==> src/rtl/cdm16_b330_core.sv <==
// ----------------------------------------------------------------------------
// cdm16_b330_core
//   Two-stage pipelined 16x16 unsigned carry-disregard approximate multiplier.
//   Product columns 0..K-1 are the OR of their partial-product bits, with no
//   carries generated or passed upward. Columns K..31 are the exact sum of all
//   partial products whose weight is 2^K or higher.
//
// Ports
//   clk       in   1   rising-edge clock
//   rst       in   1   asynchronous active-high reset
//   in_valid  in   1   A/B are captured on this edge
//   A         in  16   unsigned multiplicand
//   B         in  16   unsigned multiplier
//   out_valid out  1   R holds the result of a captured pair (2 edges later)
//   R         out 32   approximate unsigned product (held across bubbles)
// ----------------------------------------------------------------------------
module cdm16_b330_core #(
    parameter int unsigned K = 8
) (
    input  logic        clk,
    input  logic        rst,
    input  logic        in_valid,
    input  logic [15:0] A,
    input  logic [15:0] B,
    output logic        out_valid,
    output logic [31:0] R
);

    // Bits at or above column K belong to the exact region.
    localparam logic [31:0] HI_MASK = 32'hFFFF_FFFF << K;

    logic [15:0] a_q;
    logic [15:0] b_q;
    logic        v1_q;

    logic [31:0] r_q;
    logic [31:0] r_d;
    logic        ov_q;

    logic [31:0] hi_sum;
    logic [31:0] lo_cols;

    // Stage 1: operand capture.
    always_ff @(posedge clk or posedge rst) begin
        if (rst) begin
            a_q  <= '0;
            b_q  <= '0;
            v1_q <= 1'b0;
        end else begin
            a_q  <= A;
            b_q  <= B;
            v1_q <= in_valid;
        end
    end

    // Exact region: each row is B shifted by i, with its sub-K bits cleared so
    // the row contributes only pp(i,j) with i+j >= K. Those bits can never
    // carry downward, so the sum is exactly zero below column K.
    // Approximate region: per-column OR of the partial-product bits.
    always_comb begin
        hi_sum  = '0;
        lo_cols = '0;
        for (int unsigned i = 0; i < 16; i++) begin
            if (a_q[i]) begin
                hi_sum = hi_sum + ((({16'h0000, b_q}) << i) & HI_MASK);
            end
            for (int unsigned j = 0; j < 16; j++) begin
                if ((i + j) < K) begin
                    lo_cols[i + j] = lo_cols[i + j] | (a_q[i] & b_q[j]);
                end
            end
        end
        r_d = (hi_sum & HI_MASK) | (lo_cols & ~HI_MASK);
    end

    // Stage 2: result register; R is held during bubbles.
    always_ff @(posedge clk or posedge rst) begin
        if (rst) begin
            r_q  <= '0;
            ov_q <= 1'b0;
        end else begin
            ov_q <= v1_q;
            if (v1_q) begin
                r_q <= r_d;
            end
        end
    end

    assign R         = r_q;
    assign out_valid = ov_q;

endmodule

==> config.mk <==
export PLATFORM = sky130hd
export DESIGN_NAME = cdm16_b330_core
export DESIGN_NICKNAME = d
export VERILOG_FILES = /design/src/rtl/cdm16_b330_core.sv
export SDC_FILE = /design/constraint.sdc
export NUM_CORES = 1
export LEC_CHECK = 0
export CELL_PAD_IN_SITES_DETAIL_PLACEMENT = 1
export CELL_PAD_IN_SITES_GLOBAL_PLACEMENT = 2
export CORE_ASPECT_RATIO = 0.7
export CORE_MARGIN = 5
export CORE_UTILIZATION = 41
export DETAILED_ROUTE_END_ITERATION = 12
export GPL_ROUTABILITY_DRIVEN = 0
export MAX_ROUTING_LAYER = met4
export PLACE_DENSITY = 0.95
export SLEW_MARGIN = 10
export SYNTH_ARGS = -nofsm -noshare
export SYNTH_HDL_FRONTEND = slang
export SYNTH_SLANG_ARGS = --single-unit
==> constraint.sdc <==
create_clock -name clk -period 43 [get_ports clk]
set_input_delay 8.6 -clock clk [delete_from_list [all_inputs] [get_ports clk]]
set_output_delay 8.6 -clock clk [all_outputs]
set_load 0.05 [all_outputs]
## Word-level counts from Yosys, hierarchy flattened

Index checks and enable logic that the tools add are counted.

- Flip-flop bits (word level): 66
- Input bits: 35
- Output and inout bits: 33
- Logic and storage cells: 101

- $add $sub $neg: 15
- Mux-type cells: 16
- Bitwise gates (word level): 65

Operators by type and width:

| kind | count |
|---|---|
| $mux W32 | 15 |
| $and A1 B1 Y1 | 36 |
| $add A32 B18 Y32 | 1 |
| $add A32 B19 Y32 | 1 |
| $add A32 B20 Y32 | 1 |
| $add A32 B21 Y32 | 1 |
| $add A32 B22 Y32 | 1 |
| $add A32 B23 Y32 | 1 |
| $add A32 B24 Y32 | 1 |
| $add A32 B25 Y32 | 1 |
| $add A32 B26 Y32 | 1 |
| $add A32 B27 Y32 | 1 |
| $add A32 B28 Y32 | 1 |
| $add A32 B29 Y32 | 1 |
| $add A32 B30 Y32 | 1 |
| $add A32 B31 Y32 | 1 |
| $or A32 B8 Y32 | 1 |
| $or A1 B1 Y1 | 28 |
| $add A16 B17 Y18 | 1 |
| $mux W16 | 1 |

## Depth between registers and ports, before layout

Gate-level depths: netlist (run 1).

- Word-level depth: 32
- Mapped depth: 108
- Mapped depth without buffers: 107

## Least setup slack after synthesis (run 1)

No wires, ideal clock.

- Path type: register to register
- From: reg b_q[8]
- To: reg r_q[28], in the netlist R[28]
- Library setup time: 0.082 ns
- Arrival time: 18.539 ns
- Data required time: 42.918 ns
- Slack: 24.379 ns
- Cell stages (with the launch flop): 99
- Buffers on the path: 1
- Clock period less this slack: 18.621 ns
- Cell sequence: dfrtp_1 -> buf_2 -> and2_1 -> ha_1 -> ha_1 -> o21ai_1 -> o221a_2 -> o21ai_1 -> xor2_1 -> ha_1 -> o21a_1 -> o31a_1 -> a211oi_1 -> a21oi_1 -> inv_1 -> ha_1 -> o21a_1 -> o31ai_1 -> [63 not listed] -> o21ai_0 -> xor2_1 -> nand2_1 -> a32o_1 -> ha_1 -> o21a_1 -> nor2_1 -> a21oi_1 -> xor2_1 -> a221o_1 -> ha_1 -> a21o_1 -> a31oi_1 -> o21ai_0 -> a21oi_1 -> xnor2_1 -> o22ai_1 -> a31oi_1

- Cells in the longest elaborated chain, start to end: 32

RTL lines:

| what | RTL line | source |
|---|---|---|
| start: declaration | 33 | `logic [15:0] b_q;` |
| start signal: assignment | 47 | `b_q <= '0;` |
| start signal: assignment | 51 | `b_q <= B;` |
| $mux W16 | 64 | `if (a_q[i]) begin` |
| $add A16 B17 Y18 | 65 | `hi_sum = hi_sum + ((({16'h0000, b_q}) << i) & HI_MASK);` |
| $mux W32 | 64 |  |
| $add A32 B18 Y32 | 65 |  |
| $mux W32 | 64 |  |
| $add A32 B19 Y32 | 65 |  |
| $mux W32 | 64 |  |
| $add A32 B20 Y32 | 65 |  |
| [16 not listed] | n/a |  |
| $mux W32 | 64 |  |
| $add A32 B29 Y32 | 65 |  |
| $mux W32 | 64 |  |
| $add A32 B30 Y32 | 65 |  |
| $mux W32 | 64 |  |
| $add A32 B31 Y32 | 65 |  |
| $mux W32 (*) | 64 |  |
| $or A32 B8 Y32 (*) | 73 | `r_d = (hi_sum & HI_MASK) \| (lo_cols & ~HI_MASK);` |
| end signal: assignment | 84 | `r_q <= r_d;` |
| end: declaration | 36 | `logic [31:0] r_q;` |

Every way passes the cells marked *; elsewhere a longest branch is shown, timed or not.
A chain may end at the register's enable or synchronous reset.

## Worst setup path after layout (run 1)

- From: reg a_q[0]
- To: reg r_q[29], in the netlist R[29]

- Cells in the longest elaborated chain, start to end: 32

RTL lines:

| what | RTL line | source |
|---|---|---|
| start: declaration | 32 | `logic [15:0] a_q;` |
| start signal: assignment | 46 | `a_q <= '0;` |
| start signal: assignment | 50 | `a_q <= A;` |
| $mux W16 (*) | 64 |  |
| $add A16 B17 Y18 | 65 |  |
| $mux W32 (*) | 64 |  |
| $add A32 B18 Y32 | 65 |  |
| $mux W32 (*) | 64 |  |
| $add A32 B19 Y32 | 65 |  |
| $mux W32 (*) | 64 |  |
| $add A32 B20 Y32 | 65 |  |
| [16 not listed] | n/a |  |
| $mux W32 (*) | 64 |  |
| $add A32 B29 Y32 | 65 |  |
| $mux W32 (*) | 64 |  |
| $add A32 B30 Y32 | 65 |  |
| $mux W32 (*) | 64 |  |
| $add A32 B31 Y32 | 65 |  |
| $mux W32 (*) | 64 |  |
| $or A32 B8 Y32 (*) | 73 |  |

Marked as above.

==> results of run 1 <==
==> flip-flops by register name (all words and copies together) (netlist names) <==
signal     flops
v1_q           1
R             32
b_q           16
out_valid      1
a_q           16
==> per-layer routing <==
layer | vias to the layer above | share of wire (%) | global-route usage [%]
met5 | - | 0 | -
met4 | 0 | 1.1 | 4.389
met3 | 50 | 8.2 | 3.920
met2 | 623 | 40 | 40.82
met1 | 8165 | 50 | 44.36
li1 | 7604 | - | -
==> kinds of logic (layout without fill, tap and decap cells) <==
group | Yosys count | count (layout) | synth area share [%]
AO/OA/AOI/OAI | 746 | 746 | 34.07
XOR/XNOR | 120 | 120 | 7.017
adder cells (fa/ha/maj) | 225 | 225 | 19.50
buffers and inverters | 174 | 218 | 4.394
flip-flops | 66 | 66 | 11.03
multiplexers | 59 | 59 | 4.302
AND/OR/NAND/NOR | 612 | 612 | 19.69
==> worst paths after layout <==
check / startpoint / endpoint / slack (ns) / cells past startpoint
setup / recovery: a_q[0]$_DFF_PP0_ / R[29]$_DFFE_PP0P_ / 19.96 / 95
hold reg to reg: R[31]$_DFFE_PP0P_ / R[31]$_DFFE_PP0P_ / 0.50 / 1
setup reg to reg: a_q[0]$_DFF_PP0_ / R[29]$_DFFE_PP0P_ / 19.96 / 95
hold / removal: R[31]$_DFFE_PP0P_ / R[31]$_DFFE_PP0P_ / 0.50 / 1
min in group asynchronous: rst / R[13]$_DFFE_PP0P_ / 8.86 / 3
max in group asynchronous: rst / v1_q$_DFF_PP0_ / 33.45 / 3
==> area by class of cell <==
class / instances / area [um2]
Fill cell: 4545 / 19460
Multi-Input combinational cell: 1762 / 12670
Sequential cell: 66 / 1653
Timing Repair Buffer: 95 / 880.8
Tap cell: 480 / 600.6
Inverter: 107 / 402.9
Clock buffer: 9 / 225.2
Clock inverter: 7 / 100.1
==> layout by cell type, fill, tap and decap left out, types with 13 or more instances in the layout <==
cell type / n
nand2b_1: 29
o21a_1: 74
nand3_1: 43
a21oi_1: 152
clkdlybuf4s50_1: 67
mux2_2: 39
or2_2: 14
nor2_1: 178
inv_1: 103
and3_1: 25
nor2b_1: 36
o21ai_1: 16
xor2_1: 50
a22oi_1: 19
a31oi_1: 30
o21ai_0: 137
and2_1: 15
fa_1: 14
dfrtp_1: 65
or3_1: 20
ha_1: 211
mux2i_1: 19
buf_4: 28
o31ai_1: 26
nor3_1: 38
o22ai_1: 13
a211oi_1: 37
xnor2_1: 70
o211ai_1: 14
o31a_1: 16
nand2_1: 160
a21o_1: 66
==> through the flow <==
stage | utilization, % | cells | hold WS, ns | worst slack, ns
2_1_floorplan | - | 2002 | 0.4228 | 24.38
3_3_place_gp | 45.02 | 2510 | 0.4759 | 21.48
3_5_place_dp | 45.02 | 2510 | 0.4811 | 20.76
4_1_cts | 45.93 | 2526 | 0.5033 | 20.62
5_1_grt | 45.93 | 2526 | 0.5110 | 18.65
6_report | 45.93 | 2526 | 0.5005 | 19.96
==> impl_metrics.py, run 1 <==
metrics = {
    "status": {
        "status": "completed",
    },
    "synth": {
        "synth.top_cells.by_count": "ha_1, nor2_1, nand2_1",
        "ys_seq_area_share_pct": 11.03,
        "synthArstFlopShare_pct": 100.0,
        "synth_top_area_share_pct": 17.63,
        "yosys_warnings": 0,
        "yosys.area.top_type": "ha_1",
        "post_synth_inst_count": 2002,
        "yosysUniqueCellTypes": 91,
        "synth.most_common_cell": "ha_1",
        "syn_area_um2": 14980,
        "synth_flop_cell": "dfrtp_1",
        "syn-num-nets": 2262,
        "ys_ff_latch": 66,
        "synth_edf_count": 0,
        "synth_area_leaders": "ha_1, dfrtp_1, a21oi_1, o21ai_0, nor2_1",
        "syn_area_per_cell_um2": 7.482,
    },
    "worst_setup_path": {
        "crit_family": "compound AO/OA/AOI/OAI gates",
        "crit_buf_inv": 2,
        "critPathSlowestCell": "dfrtp_1",
        "critical-path-max-stage-delay_ns": 0.77,
        "setup.worst_path.start_class": "flip-flop",
        "crit_top_cell": "ha_1",
        "critPathArrivalTime_ns": 23.24,
        "cp_max_fo": 24,
        "end_kind": "flip-flop",
        "worstSetupPathType": "flip-flop to flip-flop",
        "worstPathRequired_ns": 43.21,
    },
    "sta": {
        "max_freq_mhz": 43.41,
        "tightestPinTransition_ns": 1.087,
        "setup_tns_ns": 0,
        "rsz0062_at_grt": "no",
        "slew_viol_final": 0,
        "setup_viol_count_final": 0,
        "finClkSkew_ns": 0.03292,
        "max_slew_margin_pct": 25.64,
        "finalHoldViolations": 0,
        "min_period_ns": 23.04,
        "fin_crit_sh_pct": 53.57,
    },
    "cells_and_area": {
        "drive_gt1_share_pct": 6.109,
        "nets": 2301,
        "area_delta_synth_final_pct": 10.37,
        "antenna_cells": 0,
        "finish.instance_area_um2": 16530,
    },
    "placed_design": {
        "dp_hpwl_um": 44680,
        "port_buffers": 67,
        "placed_area_um2": 16210,
    },
    "floorplan": {
        "dieArea_um2": 40520,
        "core_area_um2": 35990,
        "rows": 58,
        "io_pins": 68,
        "start_util_pct": 41.61,
        "chipWidth_um": 238.5,
        "die_y_um": 169.9,
    },
    "grt": {
        "antenna_found_initial": 0,
        "gr-total-overflow": 0,
        "grt_pass1_wl_um": 92500,
        "grt_max_degree": 67,
        "grt_pass1_vias": 16200,
        "grtUsageTotal_pct": 28.92,
    },
    "job": {
        "cap_violations": 0,
    },
    "clock_tree": {
        "hold_buffers": 0,
        "clkTransAtPathRegs_ns": 0.06,
        "h-tree-depth": 3,
        "numCtsBuffers": 9,
        "numClockSinks": 66,
        "cts_tree": "built",
        "cts_max_path_buffers": 2,
        "cts_root_buf": "clkbuf_16",
        "clock_latency_ns": 0.39,
        "cts_setup_buffers": 0,
        "cts.repair.resized": 0,
    },
    "min_path": {
        "hold_class": "flip-flop to flip-flop",
    },
    "route": {
        "viasPerCell": 6.509,
        "via_count": 16440,
        "drt_iter0_drc": 1476,
        "ant_nets": 0,
        "route.detailed.drc": 0,
        "avgRoutedWirePerCell_um": 23.33,
        "firstDrtPassIters": 5,
        "wl_um": 58940,
    },
}
Power of run 1 is not shown: default switching activity piles up to over one toggle a cycle in this logic, so the estimate is an artifact.
==> run 2: changes to the inputs <==
--- a/config.mk
+++ b/config.mk
@@ -9,11 +9,11 @@
 export CELL_PAD_IN_SITES_GLOBAL_PLACEMENT = 2
 export CORE_ASPECT_RATIO = 0.7
 export CORE_MARGIN = 5
-export CORE_UTILIZATION = 41
+export CORE_UTILIZATION = 34
 export DETAILED_ROUTE_END_ITERATION = 12
 export GPL_ROUTABILITY_DRIVEN = 0
 export MAX_ROUTING_LAYER = met4
-export PLACE_DENSITY = 0.95
+export PLACE_DENSITY = 0.87
 export SLEW_MARGIN = 10
 export SYNTH_ARGS = -nofsm -noshare
 export SYNTH_HDL_FRONTEND = slang
==> constraint.sdc (replaced) <==
create_clock -name clk -period 19.6 [get_ports clk]
set_input_delay 3.92 -clock clk [delete_from_list [all_inputs] [get_ports clk]]
set_output_delay 3.92 -clock clk [all_outputs]
set_load 0.05 [all_outputs]
==> run 2 against run 1 <==
  * Core utilization decreased by 1.2 points
  * Sequential cell count is the same
  * Via count rose by 4.7%
  * Die area increased by 20%
  * First-iteration DRC count grew 0.27%
  * Clock skew is 0.012 ns lower
  * Clock-buffer cell count stayed put
  * Worst setup slack got worse by 20 ns
==> impl_metrics.py, run 2 (synthesized netlist as in run 1, its figures left out) <==
metrics = {
    "status": {
        "status": "completed",
    },
    "floorplan": {
        "rows": 64,
        "chipWidth_um": 260.9,
        "die_y_um": 185.6,
        "io_pins": 68,
        "dieArea_um2": 48420,
        "start_util_pct": 34.32,
        "core_area_um2": 43640,
    },
    "worst_setup_path": {
        "crit_top_cell": "ha_2",
        "cp_num_cells": 95,
        "setup.worst_path.start_class": "flip-flop",
        "crit_start": "a_q[0]$_DFF_PP0_",
        "critPathArrivalTime_ns": 19.49,
        "worstPathRequired_ns": 19.82,
        "r2r_start": "a_q[0]$_DFF_PP0_",
        "critical-path-max-stage-delay_ns": 0.46,
        "critPathSlowestCell": "ha_2",
        "cp_max_fo": 6,
        "end_kind": "flip-flop",
        "crit_family": "compound AO/OA/AOI/OAI gates",
        "worstSetupPathType": "flip-flop to flip-flop",
        "crit_buf_inv": 6,
        "r2r_cells": 95,
    },
    "clock_tree": {
        "clock_latency_ns": 0.39,
        "numClockSinks": 66,
        "cts_max_path_buffers": 2,
        "cts_tree": "built",
        "h-tree-depth": 3,
        "cts_root_buf": "clkbuf_16",
        "clkTransAtPathRegs_ns": 0.07,
        "numCtsBuffers": 9,
    },
    "sta": {
        "setup_viol_count_final": 0,
        "min_period_ns": 19.28,
        "fin_crit_sh_pct": 98.35,
        "setup_ws_ns": 0.3243,
        "finalHoldViolations": 0,
        "slew_viol_final": 0,
        "tightestPinTransition_ns": 1.114,
        "max_slew_margin_pct": 25.72,
        "max_freq_mhz": 51.88,
        "finClkSkew_ns": 0.02066,
    },
    "route": {
        "avgRoutedWirePerCell_um": 23.73,
        "wl_um": 66590,
        "viasPerCell": 6.135,
        "route.detailed.drc": 0,
        "ant_nets": 0,
        "firstDrtPassIters": 5,
        "drt_iter0_drc": 1480,
        "via_count": 17210,
    },
    "cells_and_area": {
        "area_delta_synth_final_pct": 30.23,
        "mostFrequentLayoutCell": "buf_4",
        "layout_common_cells": "buf_4, nor2_1, nand2_1",
        "drive_gt1_share_pct": 23.82,
        "antenna_cells": 0,
        "nets": 2467,
        "largest_register_ffs": 32,
        "utilization_pct": 44.70,
        "finish.instance_area_um2": 19510,
    },
    "placed_design": {
        "pre_cts_ws_ns": -0.7864,
        "port_buffers": 67,
        "dp_hpwl_um": 48020,
        "placed_area_um2": 16880,
    },
    "job": {
        "cap_violations": 0,
    },
    "grt": {
        "gr-total-overflow": 0,
        "grt_pass1_wl_um": 96280,
        "grtUsageTotal_pct": 25.79,
        "grt_max_degree": 52,
        "antenna_found_initial": 1,
        "grt_pass1_vias": 16720,
    },
    "min_path": {
        "hold_depth": 1,
        "hold_start": "R[31]$_DFFE_PP0P_",
        "hold_class": "flip-flop to flip-flop",
    },
}
run 2: cell types whose count changed in the layout (fill, tap and decap cells not counted), moves of 21 or more:
cell and delta:
buf_4 +164, ha_1 -61, ha_4 +40, a21oi_1 -33, a21oi_2 +29, o21ai_0 -28
ha_2 +21
run 2: worst reg2reg max path: cells and delay by family, from the launching register on:
kind	cells	cell delay (ns)
AO/OA/AOI/OAI	39	7.13
adder cells (fa/ha/maj)	15	4.41
AND/OR/NAND/NOR	24	4.35
XOR/XNOR	8	1.22
buffers and inverters	6	0.84
multiplexers	3	0.75
flip-flops	1	0.42
run 2: metrics by stage:
step,hold slack (ns),cells,setup TNS [ns]
4_1_cts,0.4957,2726,-0.009754
3_3_place_gp,0.4764,2695,-0.4131
6_report,0.4906,2806,0
3_5_place_dp,0.4795,2695,-3.764
2_1_floorplan,0.4228,2002,0
5_1_grt,0.5286,2806,-2.153
run 2: what timing repair did:
| item | CTS | global route |
|---|---|---|
| hold endpoints to repair | 0 | 0 |
| endpoints found under the setup margin | 8 | 11 |
| gates resized for setup | 64 | 251 |
| hold buffers | 0 | 0 |
| buffers inserted | 15 | 80 |
| gates cloned | 0 | 0 |
| pin swaps | 15 | 105 |
run 2: final timing paths:
path	slack [ns]	end
worst max register to register	0.32	R[29]$_DFFE_PP0P_
max in group asynchronous	14.63	v1_q$_DFF_PP0_
worst min-delay path	0.49	R[31]$_DFFE_PP0P_
min in group asynchronous	3.93	R[9]$_DFFE_PP0P_
worst max-delay path	0.32	R[29]$_DFFE_PP0P_
worst min register to register	0.49	R[31]$_DFFE_PP0P_
run 2: area by class of cell:
cell class                 count  area, um2
clock buffer                   9      225.2
fill                        5240      24140
inverter                     107      402.9
tap                          594      743.2
timing repair buffer         261       2143
sequential                    66       1655
multi-input combinational   1762      14260
clock inverter                 7      77.57
run 2: routing by layer:
layer  share of wire, %  up-vias  global-route usage [%]
met2                 43      577                   37.24
met3                7.1       91                   3.933
met1                 48     8606                   37.95
li1                   -     7940                       -
met5                  0        -                       -
met4                2.0        0                   5.512
Power of run 2 is left out for the same reason.
